===== src/rtl/muldiv_pkg.sv =====
// Shared definitions for the iterative multiply/divide unit: op encodings,
// FSM states and the iteration count.
package muldiv_pkg;

    localparam int ITERATIONS = 32;

    typedef enum logic [1:0] {
        OP_MULTU = 2'b00,
        OP_MULT  = 2'b01,
        OP_DIVU  = 2'b10,
        OP_DIV   = 2'b11
    } op_e;

    typedef enum logic [1:0] {
        ST_IDLE = 2'b00,
        ST_CALC = 2'b01,
        ST_FIX  = 2'b10
    } state_e;

    // op[1] selects divide, op[0] selects signed arithmetic
    function automatic logic op_is_div(input logic [1:0] op);
        return op[1];
    endfunction

    function automatic logic op_is_signed(input logic [1:0] op);
        return op[0];
    endfunction

endpackage


===== src/rtl/muldiv_if.sv =====
// Request/result bundle between the decode/register-file side and muldiv_unit.
interface muldiv_if #(
    parameter int XLEN = 32
) ();
    logic            start;
    logic [1:0]      op;
    logic [XLEN-1:0] operand_a;
    logic [XLEN-1:0] operand_b;
    logic            hi_we;
    logic            lo_we;
    logic            busy;
    logic            done;
    logic            div_by_zero;
    logic [XLEN-1:0] hi;
    logic [XLEN-1:0] lo;

    modport master (
        output start, op, operand_a, operand_b, hi_we, lo_we,
        input  busy, done, div_by_zero, hi, lo
    );

    modport slave (
        input  start, op, operand_a, operand_b, hi_we, lo_we,
        output busy, done, div_by_zero, hi, lo
    );
endinterface


===== src/rtl/muldiv_signfix.sv =====
// Combinational sign handling: magnitude extraction on entry, negation of the
// product or quotient/remainder on exit.
module muldiv_signfix #(
    parameter int XLEN = 32
) (
    input  logic              in_signed,
    input  logic [XLEN-1:0]   a_in,
    input  logic [XLEN-1:0]   b_in,
    output logic [XLEN-1:0]   a_abs,
    output logic [XLEN-1:0]   b_abs,
    output logic              sa,
    output logic              sb,
    input  logic              out_signed,
    input  logic              out_div,
    input  logic              out_sa,
    input  logic              out_sb,
    input  logic [2*XLEN-1:0] raw_res,
    output logic [2*XLEN-1:0] fixed_res
);

    // Entry: the most negative value maps onto itself, read as unsigned
    always_comb begin
        sa    = in_signed & a_in[XLEN-1];
        sb    = in_signed & b_in[XLEN-1];
        a_abs = sa ? -a_in : a_in;
        b_abs = sb ? -b_in : b_in;
    end

    // Exit: raw_res is {hi, lo}, i.e. the product or {remainder, quotient}
    always_comb begin
        fixed_res = raw_res;
        if (out_signed && out_div) begin
            fixed_res[2*XLEN-1:XLEN] = out_sa ? -raw_res[2*XLEN-1:XLEN] : raw_res[2*XLEN-1:XLEN];
            fixed_res[XLEN-1:0]      = (out_sa ^ out_sb) ? -raw_res[XLEN-1:0] : raw_res[XLEN-1:0];
        end else if (out_signed) begin
            fixed_res = (out_sa ^ out_sb) ? -raw_res : raw_res;
        end else begin
            fixed_res = raw_res;
        end
    end

endmodule


===== src/rtl/muldiv_unit.sv =====
// Iterative MULT/MULTU/DIV/DIVU unit holding the HI/LO registers; one bit per
// cycle over ITERATIONS cycles, then a sign-fix/writeback cycle.
module muldiv_unit
    import muldiv_pkg::*;
#(
    parameter int XLEN  = 32,
    parameter int CNT_W = 6
) (
    input  logic     clk,
    input  logic     reset,
    muldiv_if.slave  bus
);

    state_e              state_q, state_d;
    logic [1:0]          op_q, op_d;
    logic                sa_q, sa_d, sb_q, sb_d;
    logic                bzero_q, bzero_d;
    logic [XLEN-1:0]     opnd_q, opnd_d;
    logic [XLEN-1:0]     raw_a_q, raw_a_d;
    logic [2*XLEN:0]     acc_q, acc_d;
    logic [CNT_W-1:0]    cnt_q, cnt_d;
    logic                busy_q, busy_d, done_q, done_d, dz_q, dz_d;
    logic [XLEN-1:0]     hi_q, hi_d, lo_q, lo_d;

    logic [XLEN-1:0]     a_abs_s, b_abs_s;
    logic                sa_s, sb_s;
    logic [2*XLEN-1:0]   fixed_s;
    logic [XLEN:0]       mul_upper_s;
    logic [2*XLEN:0]     mul_next_s, div_next_s;
    logic [XLEN:0]       rem_sh_s;
    logic [XLEN+1:0]     diff_s;

    muldiv_signfix #(.XLEN(XLEN)) u_signfix (
        .in_signed  (op_is_signed(bus.op)),
        .a_in       (bus.operand_a),
        .b_in       (bus.operand_b),
        .a_abs      (a_abs_s),
        .b_abs      (b_abs_s),
        .sa         (sa_s),
        .sb         (sb_s),
        .out_signed (op_is_signed(op_q)),
        .out_div    (op_is_div(op_q)),
        .out_sa     (sa_q),
        .out_sb     (sb_q),
        .raw_res    (acc_q[2*XLEN-1:0]),
        .fixed_res  (fixed_s)
    );

    // One iteration step: acc holds {upper, multiplier} or {remainder, quotient}
    always_comb begin
        mul_upper_s = acc_q[2*XLEN:XLEN] + (acc_q[0] ? {1'b0, opnd_q} : {(XLEN+1){1'b0}});
        mul_next_s  = {1'b0, mul_upper_s, acc_q[XLEN-1:1]};
        rem_sh_s    = acc_q[2*XLEN-1:XLEN-1];
        diff_s      = {1'b0, rem_sh_s} - {2'b00, opnd_q};
        if (!diff_s[XLEN+1]) begin
            div_next_s = {diff_s[XLEN:0], acc_q[XLEN-2:0], 1'b1};
        end else begin
            div_next_s = {rem_sh_s, acc_q[XLEN-2:0], 1'b0};
        end
    end

    // FSM state register
    always_ff @(posedge clk or posedge reset) begin
        if (reset) begin
            state_q <= ST_IDLE;
        end else begin
            state_q <= state_d;
        end
    end

    // FSM next-state logic
    always_comb begin
        state_d = state_q;
        case (state_q)
            ST_IDLE: state_d = bus.start ? ST_CALC : ST_IDLE;
            ST_CALC: state_d = (cnt_q == CNT_W'(ITERATIONS - 1)) ? ST_FIX : ST_CALC;
            ST_FIX:  state_d = ST_IDLE;
            default: state_d = ST_IDLE;
        endcase
    end

    // FSM outputs: next values of the registered status and HI/LO
    always_comb begin
        busy_d = busy_q;
        done_d = 1'b0;
        dz_d   = 1'b0;
        hi_d   = hi_q;
        lo_d   = lo_q;
        case (state_q)
            ST_IDLE: begin
                if (bus.start) begin
                    busy_d = 1'b1;
                end else begin
                    busy_d = 1'b0;
                    if (bus.hi_we) hi_d = bus.operand_a;
                    else           hi_d = hi_q;
                    if (bus.lo_we) lo_d = bus.operand_a;
                    else           lo_d = lo_q;
                end
            end
            ST_CALC: busy_d = 1'b1;
            ST_FIX: begin
                busy_d = 1'b0;
                done_d = 1'b1;
                if (op_is_div(op_q) && bzero_q) begin
                    dz_d = 1'b1;
                    hi_d = raw_a_q;
                    lo_d = {XLEN{1'b1}};
                end else begin
                    dz_d = 1'b0;
                    {hi_d, lo_d} = fixed_s;
                end
            end
            default: busy_d = 1'b0;
        endcase
    end

    // Datapath next values: operand capture, iteration, counter
    always_comb begin
        op_d    = op_q;
        sa_d    = sa_q;
        sb_d    = sb_q;
        bzero_d = bzero_q;
        opnd_d  = opnd_q;
        raw_a_d = raw_a_q;
        acc_d   = acc_q;
        cnt_d   = cnt_q;
        case (state_q)
            ST_IDLE: begin
                if (bus.start) begin
                    op_d    = bus.op;
                    sa_d    = sa_s;
                    sb_d    = sb_s;
                    bzero_d = (bus.operand_b == {XLEN{1'b0}});
                    raw_a_d = bus.operand_a;
                    opnd_d  = op_is_div(bus.op) ? b_abs_s : a_abs_s;
                    acc_d   = {{(XLEN+1){1'b0}}, (op_is_div(bus.op) ? a_abs_s : b_abs_s)};
                    cnt_d   = {CNT_W{1'b0}};
                end else begin
                    cnt_d   = cnt_q;
                end
            end
            ST_CALC: begin
                acc_d = op_is_div(op_q) ? div_next_s : mul_next_s;
                cnt_d = cnt_q + CNT_W'(1);
            end
            ST_FIX:  cnt_d = {CNT_W{1'b0}};
            default: cnt_d = {CNT_W{1'b0}};
        endcase
    end

    // Datapath and output registers
    always_ff @(posedge clk or posedge reset) begin
        if (reset) begin
            op_q    <= 2'b00;
            sa_q    <= 1'b0;
            sb_q    <= 1'b0;
            bzero_q <= 1'b0;
            opnd_q  <= {XLEN{1'b0}};
            raw_a_q <= {XLEN{1'b0}};
            acc_q   <= {(2*XLEN+1){1'b0}};
            cnt_q   <= {CNT_W{1'b0}};
            busy_q  <= 1'b0;
            done_q  <= 1'b0;
            dz_q    <= 1'b0;
            hi_q    <= {XLEN{1'b0}};
            lo_q    <= {XLEN{1'b0}};
        end else begin
            op_q    <= op_d;
            sa_q    <= sa_d;
            sb_q    <= sb_d;
            bzero_q <= bzero_d;
            opnd_q  <= opnd_d;
            raw_a_q <= raw_a_d;
            acc_q   <= acc_d;
            cnt_q   <= cnt_d;
            busy_q  <= busy_d;
            done_q  <= done_d;
            dz_q    <= dz_d;
            hi_q    <= hi_d;
            lo_q    <= lo_d;
        end
    end

    assign bus.busy        = busy_q;
    assign bus.done        = done_q;
    assign bus.div_by_zero = dz_q;
    assign bus.hi          = hi_q;
    assign bus.lo          = lo_q;

endmodule

===== src/flat_wrapper.sv =====
// flat-port wrapper written by rule: the top's interface ports become plain ports
module muldiv_unit_flat import muldiv_pkg::*;
#(
    parameter int XLEN  = 32,
    parameter int CNT_W = 6
)
  (clk, reset, bus_start, bus_op, bus_operand_a, bus_operand_b, bus_hi_we, bus_lo_we, bus_busy, bus_done, bus_div_by_zero, bus_hi, bus_lo);
  muldiv_if #(.XLEN(XLEN)) bus_i ();
  input  logic clk;
  input  logic reset;
  input wire logic [$bits(bus_i.start)-1:0] bus_start;
  input wire logic [$bits(bus_i.op)-1:0] bus_op;
  input wire logic [$bits(bus_i.operand_a)-1:0] bus_operand_a;
  input wire logic [$bits(bus_i.operand_b)-1:0] bus_operand_b;
  input wire logic [$bits(bus_i.hi_we)-1:0] bus_hi_we;
  input wire logic [$bits(bus_i.lo_we)-1:0] bus_lo_we;
  output wire logic [$bits(bus_i.busy)-1:0] bus_busy;
  output wire logic [$bits(bus_i.done)-1:0] bus_done;
  output wire logic [$bits(bus_i.div_by_zero)-1:0] bus_div_by_zero;
  output wire logic [$bits(bus_i.hi)-1:0] bus_hi;
  output wire logic [$bits(bus_i.lo)-1:0] bus_lo;
  assign bus_i.start = bus_start;
  assign bus_i.op = bus_op;
  assign bus_i.operand_a = bus_operand_a;
  assign bus_i.operand_b = bus_operand_b;
  assign bus_i.hi_we = bus_hi_we;
  assign bus_i.lo_we = bus_lo_we;
  assign bus_busy = bus_i.busy;
  assign bus_done = bus_i.done;
  assign bus_div_by_zero = bus_i.div_by_zero;
  assign bus_hi = bus_i.hi;
  assign bus_lo = bus_i.lo;
  muldiv_unit #(.XLEN(XLEN), .CNT_W(CNT_W)) u_core (.clk(clk), .reset(reset), .bus(bus_i));
endmodule

===== config.mk =====
export PLATFORM = sky130hd
export DESIGN_NAME = muldiv_unit_flat
export DESIGN_NICKNAME = d
export VERILOG_FILES = /design/src/rtl/muldiv_pkg.sv /design/src/rtl/muldiv_if.sv /design/src/rtl/muldiv_signfix.sv /design/src/rtl/muldiv_unit.sv /design/src/flat_wrapper.sv
export SDC_FILE = /design/constraint.sdc
export NUM_CORES = 1
export LEC_CHECK = 0
export BUFFER_PORTS_ARGS = -buffer_cell sky130_fd_sc_hd__buf_2
export CAP_MARGIN = 20
export CORE_ASPECT_RATIO = 0.8
export CORE_MARGIN = 2
export CORE_UTILIZATION = 35
export DETAILED_ROUTE_END_ITERATION = 8
export MAX_ROUTING_LAYER = met4
export REMOVE_ABC_BUFFERS = 1
export SKIP_LAST_GASP = 1
export SYNTH_ARGS = -nofsm -noshare
export SYNTH_HDL_FRONTEND = slang
export SYNTH_HIERARCHICAL = 1
export SYNTH_SLANG_ARGS = --single-unit
export TNS_END_PERCENT = 30

===== constraint.sdc =====
create_clock -name clk -period 20.8 [get_ports clk]
set_input_delay 6.24 -clock clk [delete_from_list [all_inputs] [get_ports clk]]
set_output_delay 6.24 -clock clk [all_outputs]
set_load 0.02 [all_outputs]

======== After elaboration in Yosys (flattened, before gate mapping) ========
Index checks and enable logic that the tools add are counted.
storage, ports and cells
  word-level logic and storage cells ...... 74
  input bits .............................. 71
  register bits after elaboration ......... 209
  output and inout port bits .............. 67
operators by class
  eq/ne operators ......................... 7
  muxes and demuxes ....................... 32
  bitwise operators ....................... 3
  reductions and logical operators ........ 10
  add/sub/neg operators ................... 8
operators by type and width
  kind                                                  count
  two-way mux 32 bit                                    13
  two-way mux 65 bit                                    3
  two-way mux 64 bit                                    3
  case mux 65 bit (2 select lines)                      1
  negator 32 bit                                        4
  case mux 32 bit (2 select lines)                      2
  negator 64 bit                                        1
  subtractor 33 x 32 -> 34 bit                          1
  adder 33 bit                                          1
  logical NOT 32 bit                                    1
  case mux 6 bit (2 select lines)                       1
  inequality test 2 bit (second input constant)         4
  adder 6 x 1 -> 6 bit (second input constant)          1
  equality test 6 x 5 -> 1 bit (second input constant)  1
  two-way mux 6 bit                                     1
  AND reduction 3 bit                                   2
  two-way mux 1 bit                                     5
  case mux 2 bit (2 select lines)                       1
  AND reduction 2 bit                                   2
  nonzero test 2 bit                                    2
  AND 1 bit                                             2
  equality test 2 x 1 -> 1 bit (second input constant)  1
  equality test 2 bit (second input constant)           1
  logical AND 1 bit                                     2
  4 further kinds                                       4

======== Depth between registers and ports, before layout ========
  depth in word-level cells ............... 6
  mapped depth ............................ 14
  depth with buffers taken out ............ 13

======== Hierarchy ========
The synthesis kept the hierarchy.
by module, submodules not included
  module          area an instance (µm²)  cells an instance  sequential area each (µm²)  instances
  muldiv_unit     14159.8                 1737               5230.0                      1
  muldiv_signfix  3000.4                  461                0.0                         1

======== Least setup slack after synthesis ========
Ideal clock, no wire load.
  kind .................................... input port to flip-flop
  from .................................... input bus_operand_a[16]
  to ...................................... register u_core.acc_q[29]
  stages on the path ...................... 10
  data required time ...................... 20.664 ns
  path slack .............................. 12.432 ns
  arrival time ............................ 8.232 ns
  buffers on the path ..................... 0
  library setup time ...................... 0.136 ns
  cells stage by stage .................... or4_1 > or3_1 > nor3_1 > nand2_1 > o41ai_1 > xnor2_1 > mux2i_1 > nand2_1 > o211ai_1 > o21ai_0
between the ends
  cells in the longest elaborated chain, start to end .. 5
RTL lines
  element                           line                  text
  from (decl)                       flat_wrapper.sv:13    input wire logic [$bits(bus_i.operand_a)-1:0] bus_operand_a;
  negator 32 bit                    muldiv_signfix.sv:25  a_abs = sa ? -a_in : a_in;
  two-way mux 32 bit                muldiv_signfix.sv:25
  named net u_core.a_abs_s[29]      muldiv_unit.sv:25     logic [XLEN-1:0] a_abs_s, b_abs_s;
  two-way mux 32 bit                muldiv_unit.sv:137    acc_d = {{(XLEN+1){1'b0}}, (op_is_div(bus.op) ? a_abs_s : b_abs_s)};
  two-way mux 65 bit                muldiv_unit.sv:130    if (bus.start) begin
  case mux 65 bit (2 select lines)  muldiv_unit.sv:128    case (state_q)
  to (signal assigned)              muldiv_unit.sv:161    acc_q <= {(2*XLEN+1){1'b0}};
  to (decl)                         muldiv_unit.sv:20     logic [2*XLEN:0] acc_q, acc_d;
The timed path passes the listed nets, and every way through them passes these cells. The select of a mux whose other input is x is not followed.
A chain may end at the register's enable or synchronous reset.

======== Worst setup path after layout ========
  from .................................... input bus_operand_b[4]
  to ...................................... register u_core.acc_q[27]
between the ends
  cells in the longest elaborated chain, start to end .. 5
RTL lines
  element                           line                  text
  from (decl)                       flat_wrapper.sv:14    input wire logic [$bits(bus_i.operand_b)-1:0] bus_operand_b;
  negator 32 bit                    muldiv_signfix.sv:26  b_abs = sb ? -b_in : b_in;
  two-way mux 32 bit                muldiv_signfix.sv:26
  named net u_core.b_abs_s[27]      muldiv_unit.sv:25
  two-way mux 32 bit                muldiv_unit.sv:137
  two-way mux 65 bit                muldiv_unit.sv:130
  case mux 65 bit (2 select lines)  muldiv_unit.sv:128
The timed path passes the listed nets, and every way through them passes these cells. The select of a mux whose other input is x is not followed.

==> Flow_metrics.wiki <==
{| class="wikitable"
! Metric !! Value
|-
| Number of search-and-repair iterations in the first detailed-routing pass || 5
|-
| Max Clock Skew || roughly 0.012 ns
|-
| Cells resized by post-CTS repair || 0
|-
| CTS max path bufs || 3
|-
| Number of antenna violations at the first check in global routing || 5
|-
| Final instance count without filler cells || between 2000 and 3000
|-
| Period utilisation layout || 42.1%
|-
| Placed Cells || 2847
|-
| Share of power burned in combinational logic || between 50% and 60%
|-
| Via-to-Cell Ratio || slightly below 6
|-
| Final-stage net count || 2386
|-
| Wirelength, routed || a little over 60000 µm
|-
| Wire length of the first global-routing pass || 94400 µm
|-
| Count of unique library cells instantiated by Yosys || 86
|-
| Share of the synthesized netlist area taken by xor and xnor gates || under 10%
|-
| Crit path capture type || register
|-
| Post-synthesis simple-gate area fraction || between 20% and 30%
|-
| Share of cell area taken by muxes after synthesis || slightly above 6%
|-
| Min Clock Period, post-route || 8.75 ns
|-
| Core footprint || about 48000 µm²
|-
| H-tree Lvls || 1
|-
| Port Buf Inserts || around 140
|-
| Critical register-to-register path startpoint || u_core/acc_q[0]
|-
| Ratio of total power to cell area || ~150 nW/µm²
|-
| Final estimated routing congestion in global placement || 0.947
|-
| Final setup violation count || 0
|-
| Pre-CTS setup slack || ~12 ns
|-
| Worst setup slack after layout || ~12 ns
|-
| Path category of the worst min-delay check || register to register
|-
| Data arrival time of the critical path || about 9.1 ns
|-
| Internal power summed over all cells || between 1 and 1.5 mW
|-
| Top Ports || around 140
|-
| Die Wd || 252 µm
|-
| Share of async-settable or async-resettable flops after synthesis || between 90% and 100%
|-
| Type of the worst setup path || input port to register
|-
| Routed len/inst || roughly 21 µm
|-
| Maximum clock frequency || around 110 MHz
|-
| Max-cap violation count || 0
|-
| Hold Startpoint || u_core/bus.hi[30]
|-
| Cell with the largest stage delay on the worst path || nor4_1
|-
| CTS tree || built
|-
| Post-CTS setup-driven buffer insertion count || 0
|-
| Die Y || 202 µm
|-
| Total number of vias || 16744
|-
| Seq pwr share || roughly 27%
|-
| HPWL reported at the end of detailed placement || ~46000 µm
|-
| Clock-pin transition on the worst setup and hold timing paths || 0.06 ns
|-
| WP data required || roughly 21 ns
|-
| Number of enable-type register cells in the synthesized netlist || 0
|-
| Total overflow reported by the global router || 0
|-
| Switch share || roughly half
|-
| Relative max-transition margin || between 20 and 30%
|-
| Yosys synthesis warning count || 6
|-
| Sequential area share after synthesis || a little under a third
|-
| Sequence of cells on the critical path || buf_2, nor4_1, and3_1, nand3_1, nor3_1, a21oi_1, xor2_1, mux2i_1, nand2_1, o211ai_1, o21ai_0
|-
| Leakage Power || roughly 8.5 nW
|-
| Placement Rows || approximately 70
|-
| GR Util All Layers || ~24%
|-
| Post-layout total power || 2.77 mW
|-
| Master cell of the clock root buffer || clkbuf_16
|-
| Sw Pwr || 1.35 mW
|-
| RSZ-0062 raised after global routing || no
|-
| Adder-cell share of the synthesized area || under 10%
|-
| Total DRC errors in the routed layout || 0
|-
| Relative area change from synthesis to final layout || 11.2%
|-
| Initial core utilization || around 35%
|-
| Insertion delay of the later-clocked pin in the worst-skew pair || 0.53 ns
|-
| Worst setup path startpoint || bus_operand_b[4]
|-
| Hold buffer count at CTS || 0
|-
| Setup TNS Final || 0 ns
|-
| Count of state elements after synthesis || about 210
|-
| Detail Route Antenna Nets || 0
|-
| Worst vdd rail ir drop || 0.0492 mV
|-
| Count of clock tree sinks || approximately 210
|-
| Clk network pwr share || 16.1%
|-
| Maximum number of pins on one net before global-route repair || 96
|-
| Post-Syn Instances || 2198
|-
| Delay contributed by the slowest stage of the critical path || around 0.91 ns
|-
| Utilization after layout || about two fifths
|-
| TritonCTS buffer count || 23
|-
| Number of global-route vias before repair || between 15000 and 20000
|-
| First-iteration detailed-routing DRC count || roughly 1500
|-
| Most used flip-flop cell after synthesis || dfrtp_1
|-
| Compound-gate portion of the synthesized area || 22.9%
|-
| Status || complete, no violations
|-
| Slew at the pin with the worst max-slew slack || ~1.1 ns
|-
| Share of cells above drive strength 1 || a little over a tenth
|-
| Final hold violation count || 0
|-
| Maximum fanout count along the critical path || 6
|-
| Kind of start point of the critical path || input port
|-
| Main combinational cell family by area after synthesis || compound AO/OA/AOI/OAI gates
|-
| Post-synthesis cell area || between 15000 and 20000 µm²
|-
| Total Die Area || around 51000 µm²
|-
| Post-Synthesis Mean Instance Area || between 7 and 8 µm²
|-
| Max-slew violation count || 0
|}
==> layout make-up <==
cell class	instances	area, µm²
Multi-Input combinational cell	1785	11200
Fill cell	4963	29300
Timing Repair Buffer	158	850
Antenna cell	5	12.5
Inverter	67	259
Tap cell	629	787
Clock buffer	33	663
Clock inverter	6	135
Sequential cell	209	5230
==> cell usage after synthesis, types with 7 or more instances <==
master / instances / area, µm²
nand3_1: 59 / 295
mux2i_1: 102 / 1020
or4_1: 11 / 82.6
o21ai_0: 249 / 1250
nand2b_1: 14 / 87.6
nor2b_1: 8 / 50.1
a22oi_1: 7 / 52.6
nand2_1: 424 / 1590
o21ai_1: 13 / 65.1
a221o_1: 7 / 70.1
xor2_1: 89 / 780
buf_1: 12 / 45.0
and3_1: 12 / 75.1
o22ai_1: 32 / 200
nor4_1: 25 / 156
ha_1: 69 / 863
and2_1: 42 / 263
or3_1: 10 / 62.6
o21a_1: 11 / 82.6
buf_2: 9 / 45.0
a21oi_1: 119 / 596
nor3_1: 44 / 220
o211ai_1: 37 / 278
a21o_1: 29 / 218
xnor2_1: 87 / 762
dfrtp_1: 209 / 5230
o31ai_1: 21 / 158
clkbuf_1: 105 / 394
nor2_1: 98 / 368
inv_1: 67 / 251
nand4_1: 22 / 138
o21bai_1: 13 / 97.6
a31oi_1: 21 / 131
==> state kept, by name, summed over array words and instances, names as in the netlist <==
register / cells
u_core/acc_q: 65
u_core/bus.hi: 32
u_core/bus.lo: 32
u_core/opnd_q: 32
u_core/raw_a_q: 32
u_core/cnt_q: 6
u_core/op_q: 2
u_core/state_q: 2
u_core/bus.busy: 1
u_core/bus.div_by_zero: 1
u_core/bus.done: 1
u_core/bzero_q: 1
u_core/sa_q: 1
u_core/sb_q: 1
==> critical path: cells and delay by family <==
kind | cells | cell delay, ns
and+or+nand+nor | 5 | 2.09
AOI/OAI and AO/OA | 3 | 0.33
xor gates and xnor gates | 1 | 0.20
muxes | 1 | 0.15
buffers and inverters | 1 | 0.13
==> cell families (layout without fill, tap and decap cells) <==
family                     after synthesis  in the layout
and+or+nand+nor                        803            803
AOI/OAI and AO/OA                      631            631
DFF                                    209            209
buffers and inverters                  204            264
xor gates and xnor gates               176            176
muxes                                  104            104
adders and majority gates               71             71
other                                    0              5
==> layer usage <==
layer | vias up | wire [µm] | GRT usage [%]
met5 | - | 0 | -
met4 | 0 | 2170 | 8.06
met3 | 94 | 5080 | 5.14
met2 | 692 | 24700 | 33.4
met1 | 8049 | 28800 | 34.8
li1 | 7909 | - | -
==> power groups by stage <==
stage	Sequential, mW	Combinational [mW]	Clock [mW]
2_1_floorplan	0.708	1.11	0
3_3_place_gp	0.741	1.55	0
3_5_place_dp	0.747	1.55	0
4_1_cts	0.740	1.56	0.457
5_1_grt	0.763	1.75	0.472
6_report	0.743	1.58	0.448
==> through the flow <==
step	hold slack, ns	cell area (µm²)
after floorplan	0.442	16600
after global placement	0.457	18300
after detailed placement	0.462	18300
after CTS	0.477	19100
after global routing	0.497	19100
final	0.470	19100
==> final timing paths <==
| check | slack [ns] | cells past startpoint | endpoint |
|---|---|---|---|
| max in group asynchronous | 13.68 | 3 | u_core/bus.lo[0] |
| hold reg to reg | 0.47 | 2 | u_core/bus.hi[30] |
| hold / removal | 0.47 | 2 | u_core/bus.hi[30] |
| setup / recovery | 12.05 | 11 | u_core/acc_q[27] |
| setup reg to reg | 16.55 | 14 | u_core/acc_q[63] |
| min in group asynchronous | 5.80 | 2 | u_core/raw_a_q[23] |
==> placed cells by master, fill, tap and decap left out, drive strengths merged, types with 42 or more instances in the layout <==
cell type / count
nor3: 45
nor2: 99
xor2: 89
and2: 42
ha: 69
nand2: 424
inv: 67
xnor2: 87
a21oi: 120
dfrtp: 209
o21ai: 264
mux2i: 102
buf: 158
nand3: 59
Note: power is estimated with default switching activity, not from simulation.
